## src/rtl/pc_fetch_ctl.sv

```systemverilog
`default_nettype none
// ============================================================================
// Module   : pc_fetch_ctl
// Purpose  : Program counter and fetch sequencing with IDLE/RUN/HALTED control,
//            absolute or PC-relative jumps through the branch-target table.
//            Optional return stack enabled by macro PC_RETURN_STACK_EN.
// Revision : 1.0 - initial release
// ============================================================================
module pc_fetch_ctl #(
    parameter int D        = 10,
    parameter int RS_DEPTH = 4
) (
    input  logic         clk_i,
    input  logic         reset_i,
    input  logic         start_i,
    input  logic         halt_i,
    input  logic         stall_i,
    input  logic         branch_en_i,
    input  logic         taken_i,
    input  logic         rel_i,
    input  logic [3:0]   lut_idx_i,
    input  logic         call_i,
    input  logic         ret_i,
    output logic [3:0]   lut_addr_o,
    input  logic [D-1:0] target_i,
    output logic [D-1:0] pc_o,
    output logic         running_o,
    output logic         done_o,
    output logic         rs_err_o
);

    typedef enum logic [1:0] {
        S_IDLE   = 2'd0,
        S_RUN    = 2'd1,
        S_HALTED = 2'd2
    } state_t;

    state_t       state_q, state_d;
    logic [D-1:0] pc_q, pc_d;
    logic         w_push_req, w_pop_req;
    logic         w_rs_empty;
    logic [D-1:0] w_rs_top;
    logic [D-1:0] w_pc_inc;

`ifdef PC_RETURN_STACK_EN
    localparam bit RS_EN = 1'b1;
    localparam int PW    = (RS_DEPTH > 1) ? $clog2(RS_DEPTH) : 1;
    localparam int CW    = $clog2(RS_DEPTH + 1);

    logic [D-1:0]  rs_mem_q [RS_DEPTH];
    logic [PW-1:0] rs_ptr_q;   // next free slot; wraps so a full push lands on the oldest entry
    logic [CW-1:0] rs_cnt_q;
    logic          rs_err_q;
    logic [PW-1:0] w_ptr_inc, w_ptr_dec;
    logic          w_rs_full;

    always_comb begin
        w_ptr_inc = (rs_ptr_q == PW'(RS_DEPTH - 1)) ? '0 : rs_ptr_q + 1'b1;
        w_ptr_dec = (rs_ptr_q == '0) ? PW'(RS_DEPTH - 1) : rs_ptr_q - 1'b1;
    end

    assign w_rs_full  = (rs_cnt_q == CW'(RS_DEPTH));
    assign w_rs_empty = (rs_cnt_q == '0);
    assign w_rs_top   = rs_mem_q[w_ptr_dec];
    assign rs_err_o   = rs_err_q;

    always_ff @(posedge clk_i) begin
        if (w_push_req) begin
            rs_mem_q[rs_ptr_q] <= w_pc_inc;
        end
    end

    always_ff @(posedge clk_i) begin
        if (reset_i) begin
            rs_ptr_q <= '0;
            rs_cnt_q <= '0;
            rs_err_q <= 1'b0;
        end else if (w_pop_req) begin
            if (w_rs_empty) begin
                rs_err_q <= 1'b1;
            end else begin
                rs_ptr_q <= w_ptr_dec;
                rs_cnt_q <= rs_cnt_q - 1'b1;
            end
        end else if (w_push_req) begin
            rs_ptr_q <= w_ptr_inc;
            if (w_rs_full) begin
                rs_err_q <= 1'b1;
            end else begin
                rs_cnt_q <= rs_cnt_q + 1'b1;
            end
        end
    end
`else
    localparam bit RS_EN = 1'b0;
    logic unused_cfg;

    assign w_rs_empty = 1'b1;
    assign w_rs_top   = '0;
    assign rs_err_o   = 1'b0;
    assign unused_cfg = w_push_req ^ w_pop_req ^ (RS_DEPTH > 0);
`endif

    assign w_pc_inc   = pc_q + 1'b1;
    assign lut_addr_o = lut_idx_i;
    assign pc_o       = pc_q;
    assign running_o  = (state_q == S_RUN);
    assign done_o     = (state_q == S_HALTED);

    always_ff @(posedge clk_i) begin
        if (reset_i) begin
            state_q <= S_IDLE;
            pc_q    <= '0;
        end else begin
            state_q <= state_d;
            pc_q    <= pc_d;
        end
    end

    always_comb begin
        state_d    = state_q;
        pc_d       = pc_q;
        w_push_req = 1'b0;
        w_pop_req  = 1'b0;
        case (state_q)
            S_IDLE: begin
                pc_d = '0;
                if (start_i) begin
                    state_d = S_RUN;
                end
            end
            S_RUN: begin
                if (start_i) begin
                    pc_d = '0;
                end else if (halt_i) begin
                    state_d = S_HALTED;
                end else if (stall_i) begin
                    pc_d = pc_q;
                end else if (ret_i) begin
                    // Without a stack (or with it empty) a return simply falls through.
                    w_pop_req = RS_EN;
                    pc_d      = w_rs_empty ? w_pc_inc : w_rs_top;
                end else if (branch_en_i && taken_i) begin
                    w_push_req = call_i & RS_EN;
                    pc_d       = rel_i ? (pc_q + target_i) : target_i;
                end else begin
                    pc_d = w_pc_inc;
                end
            end
            S_HALTED: begin
                if (start_i) begin
                    state_d = S_RUN;
                    pc_d    = '0;
                end
            end
            default: begin
                state_d = S_IDLE;
                pc_d    = '0;
            end
        endcase
    end

endmodule
`default_nettype wire

```

## config.mk

```make
export PLATFORM = sky130hd
export DESIGN_NAME = pc_fetch_ctl
export DESIGN_NICKNAME = d
export VERILOG_FILES = /design/src/rtl/pc_fetch_ctl.sv
export SDC_FILE = /design/constraint.sdc
export NUM_CORES = 1
export LEC_CHECK = 0
export ABC_AREA = 0
export BUFFER_PORTS_ARGS = -buffer_cell sky130_fd_sc_hd__clkbuf_2
export CAP_MARGIN = 10
export CORE_ASPECT_RATIO = 1.5
export CORE_MARGIN = 5
export CORE_UTILIZATION = 51
export DETAILED_ROUTE_END_ITERATION = 7
export PLACE_DENSITY_LB_ADDON = 0.05
export SYNTH_ARGS = -nofsm -noshare
export SYNTH_HDL_FRONTEND = slang
export SYNTH_SLANG_ARGS = --single-unit
```

## constraint.sdc

```tcl
create_clock -name clk_i -period 2.6 [get_ports clk_i]
set_clock_uncertainty 0.15 [all_clocks]
set_input_delay 0.52 -clock clk_i [delete_from_list [all_inputs] [get_ports clk_i]]
set_output_delay 0.52 -clock clk_i [all_outputs]
set_load 0.1 [all_outputs]
```

==> key figures <==
Floorplan
  • Total I/O pin count: 41
  • Initial Utilization: 0.527
  • Core area: 2450 µm²
  • Die height: 71.6 µm
  • Die Wd: 51.1 µm
  • Die area: 3660 µm²
  • Core Rows: 22

Place
  • Placed insts: 222
  • Placer Congestion: 0.947
  • Hpwl dp: 2760 µm
  • I/O Buffers: 30

Synthesis
  • Mapped Cells: 176
  • FFs w/ async S/R, synth: 0
  • Synthesized cell area: 1290 µm²
  • #FFs+latches synth: 12
  • Post-synthesis average cell area: 7.34 µm²
  • Number of synthesized flops with an enable pin: 0
  • Seq/Total Area, Yosys: 0.186
  • Syn. warnings: 0
  • Synth cell types: 48
  • Ys flop type: dfxtp_1
  • Synthesized net count: 211

Clock network
  • Clock-pin transition on the worst setup and hold timing paths: 0.08 ns
  • H-tree depth: 1
  • Resize count post-CTS: 0
  • Setup Fix Bufs, Post-CTS: 0
  • TritonCTS buffer count: 3
  • Hold buffers post-CTS: 0
  • Longest Clk Path Bufs: 2
  • Clock root cell: clkbuf_4
  • # clock sinks: 12
  • Clk Latency, worst-skew pair: 0.27 ns
  • CTS tree: done

Cells and area
  • Layout cells sized above 1: 0.239
  • Filler cells: 242
  • Area of the multi-input gates: 958 µm²
  • Area Growth Syn to Fin: 12.3%
  • Final std cells w/o fill: 225
  • Post-Route Utilization: 0.592
  • Nets: 238
  • Antenna fix cells: 0
  • Reg area: 244 µm²

Worst hold path
  • Worst Hold Depth: 2
  • Hold Startpoint: start_i
  • Hold Crit Class: input port to flip-flop

Global route
  • GRT overflow: 0
  • Initial antenna violation count: 0
  • Global-route usage over all layers: 0.196
  • Largest net degree at the start of global routing: 14
  • Vias in the first global route: 1383
  • First-pass GRT wire length: 5710 µm

Critical path
  • Worst Path Arrival: 2.41 ns
  • Data required, critical path: 2.65 ns
  • Crit path from: pc_o[0]
  • R2R depth: 9
  • Worst R2R Start: pc_o[0]
  • WS Path Type: flip-flop to flip-flop
  • Flop2flop setup slack: 0.24 ns
  • CP endpoint kind: flip-flop
  • Worst Setup Start Kind: flip-flop
  • Critical Path Fanout Max: 7

Routing
  • Avg WL per Cell: 15.5 µm
  • Initial DRC Count: 28
  • Vias: 1410
  • Antenna Violating Nets Remaining: 0
  • Drt first pass iters: 4
  • Number of remaining DRC errors: 0
  • Vias per inst: 6.27
  • WL final: 3480 µm

Power
  • Sw Pwr: 145 µW
  • Sequential Power Share: 0.448
  • Total power: 425 µW
  • Clock Power Share: 0.276
  • Peak VDD IR: 0.000285 V
  • Leak: 0.000649 µW
  • Sw frac: 0.341
  • Pint: 280 µW
  • Pwr dens: 293 nW/µm²
  • Comb pwr share: 0.275

Timing
  • RSZ-0062 raised after global routing: no
  • Final clock period utilization by the worst path: 0.907
  • Final setup vio count: 0
  • Rel. slew slack: 0.395
  • Slew Viols, Final: 0
  • Final min period: 2.36 ns
  • Hold Slack: 0.339 ns
  • Hold Vio Cnt, Final: 0
  • Worst slew pin tran: 0.901 ns
  • Peak Freq: 424 MHz
  • Setup tns final: 0 ns

Outcome
  • Outcome: complete, no violations

Job
  • Maxcap violations: 0
layout make-up:
class / count / share of cell area
clock buffers: 3 / 0.0155
inverters: 8 / 0.0207
multi-input cells: 146 / 0.661
flip-flops and latches: 12 / 0.168
well taps: 24 / 0.0207
repair buffers: 32 / 0.114
routing by layer:
metal,track usage,vias to the layer above,part of all wire
met5,0,-,0
met4,0.0838,0,0.018
met3,0.0270,8,0.046
met2,0.362,47,0.53
met1,0.215,656,0.41
li1,-,699,-
sequential cells by signal, indices dropped and copies added (netlist names):
signal,count
state_q,2
pc_o,10
Yosys cell counts, drive strengths merged, types with 3 or more instances:
| library cell | n | area [µm²] |
|---|---|---|
| clkbuf | 3 | 11.3 |
| nor2b | 4 | 25.0 |
| o31ai | 3 | 22.5 |
| a31oi | 3 | 18.8 |
| and3 | 3 | 18.8 |
| or2 | 4 | 25.0 |
| xor2 | 3 | 26.3 |
| o21a | 3 | 22.5 |
| o21ai | 8 | 40.0 |
| a21o | 5 | 37.5 |
| ha | 10 | 125 |
| nand2 | 15 | 56.3 |
| nor2 | 17 | 71.3 |
| inv | 7 | 26.3 |
| a21oi | 18 | 90.1 |
| buf | 7 | 53.8 |
| nand3 | 6 | 30.0 |
| dfxtp | 12 | 240 |
| nor3 | 11 | 65.1 |
| a211oi | 3 | 22.5 |
final timing paths:
kind | to
setup / recovery | pc_o[8]
hold / removal | state_q[1]
setup reg to reg | pc_o[8]
hold reg to reg | state_q[0]
power groups by stage:
stage	logic (µW)	clock network, µW	registers (µW)
global placement	113	0	194
finish	117	117	190
global route	128	129	191
CTS	117	120	190
floorplan	104	0	203
detailed placement	116	0	195
worst max-delay path, stage by stage (launching register included):
cell and delay (ns):
dfxtp_2 0.40, ha_1 0.19, inv_1 0.06, fa_1 0.40, nor2b_1 0.16, o31a_1 0.17, o21a_1 0.17, nor2_1 0.06
or4_1 0.40, a31oi_1 0.13
cell usage in the layout (no fill, tap or decap), types with 2 or more instances in the layout:
cell and instances:
a211oi_1 3, nor3_1 9, nand4_1 2, buf_4 2, nor3_2 2, a31oi_1 3, and3_1 3, o2111ai_1 2
xnor2_1 2, mux2i_1 2, inv_1 7, xor2_1 3, clkbuf_4 3, o31ai_1 3, nor2_1 16, nand3b_1 2
or3_1 2, nor2b_1 3, nand3_1 6, a21o_1 5, o21a_1 3, dfxtp_1 9, a221oi_1 2, nand2_1 15
or2_2 4, ha_1 10, o21ai_0 8, dfxtp_2 3, a21oi_1 18, clkbuf_2 30
per-stage QoR:
| step | cell area (µm²) | setup slack, ns |
|---|---|---|
| final | 1450 | 0.242 |
| after detailed placement | 1430 | 0.0475 |
| after floorplan | 1300 | 0.0234 |
| after global placement | 1430 | 0.0978 |
| after global routing | 1450 | 0.107 |
| after CTS | 1450 | 0.228 |
logic make-up after synthesis:
family / share of synthesized area
AO/OA/AOI/OAI: 0.273
XOR/XNOR: 0.0339
adder cells (fa/ha/maj): 0.112
buffers and inverters: 0.0736
flip-flops: 0.186
multiplexers: 0.0242
other: 0.00290
AND/OR/NAND/NOR: 0.294
No activity file was read; power rests on OpenSTA's default activity.
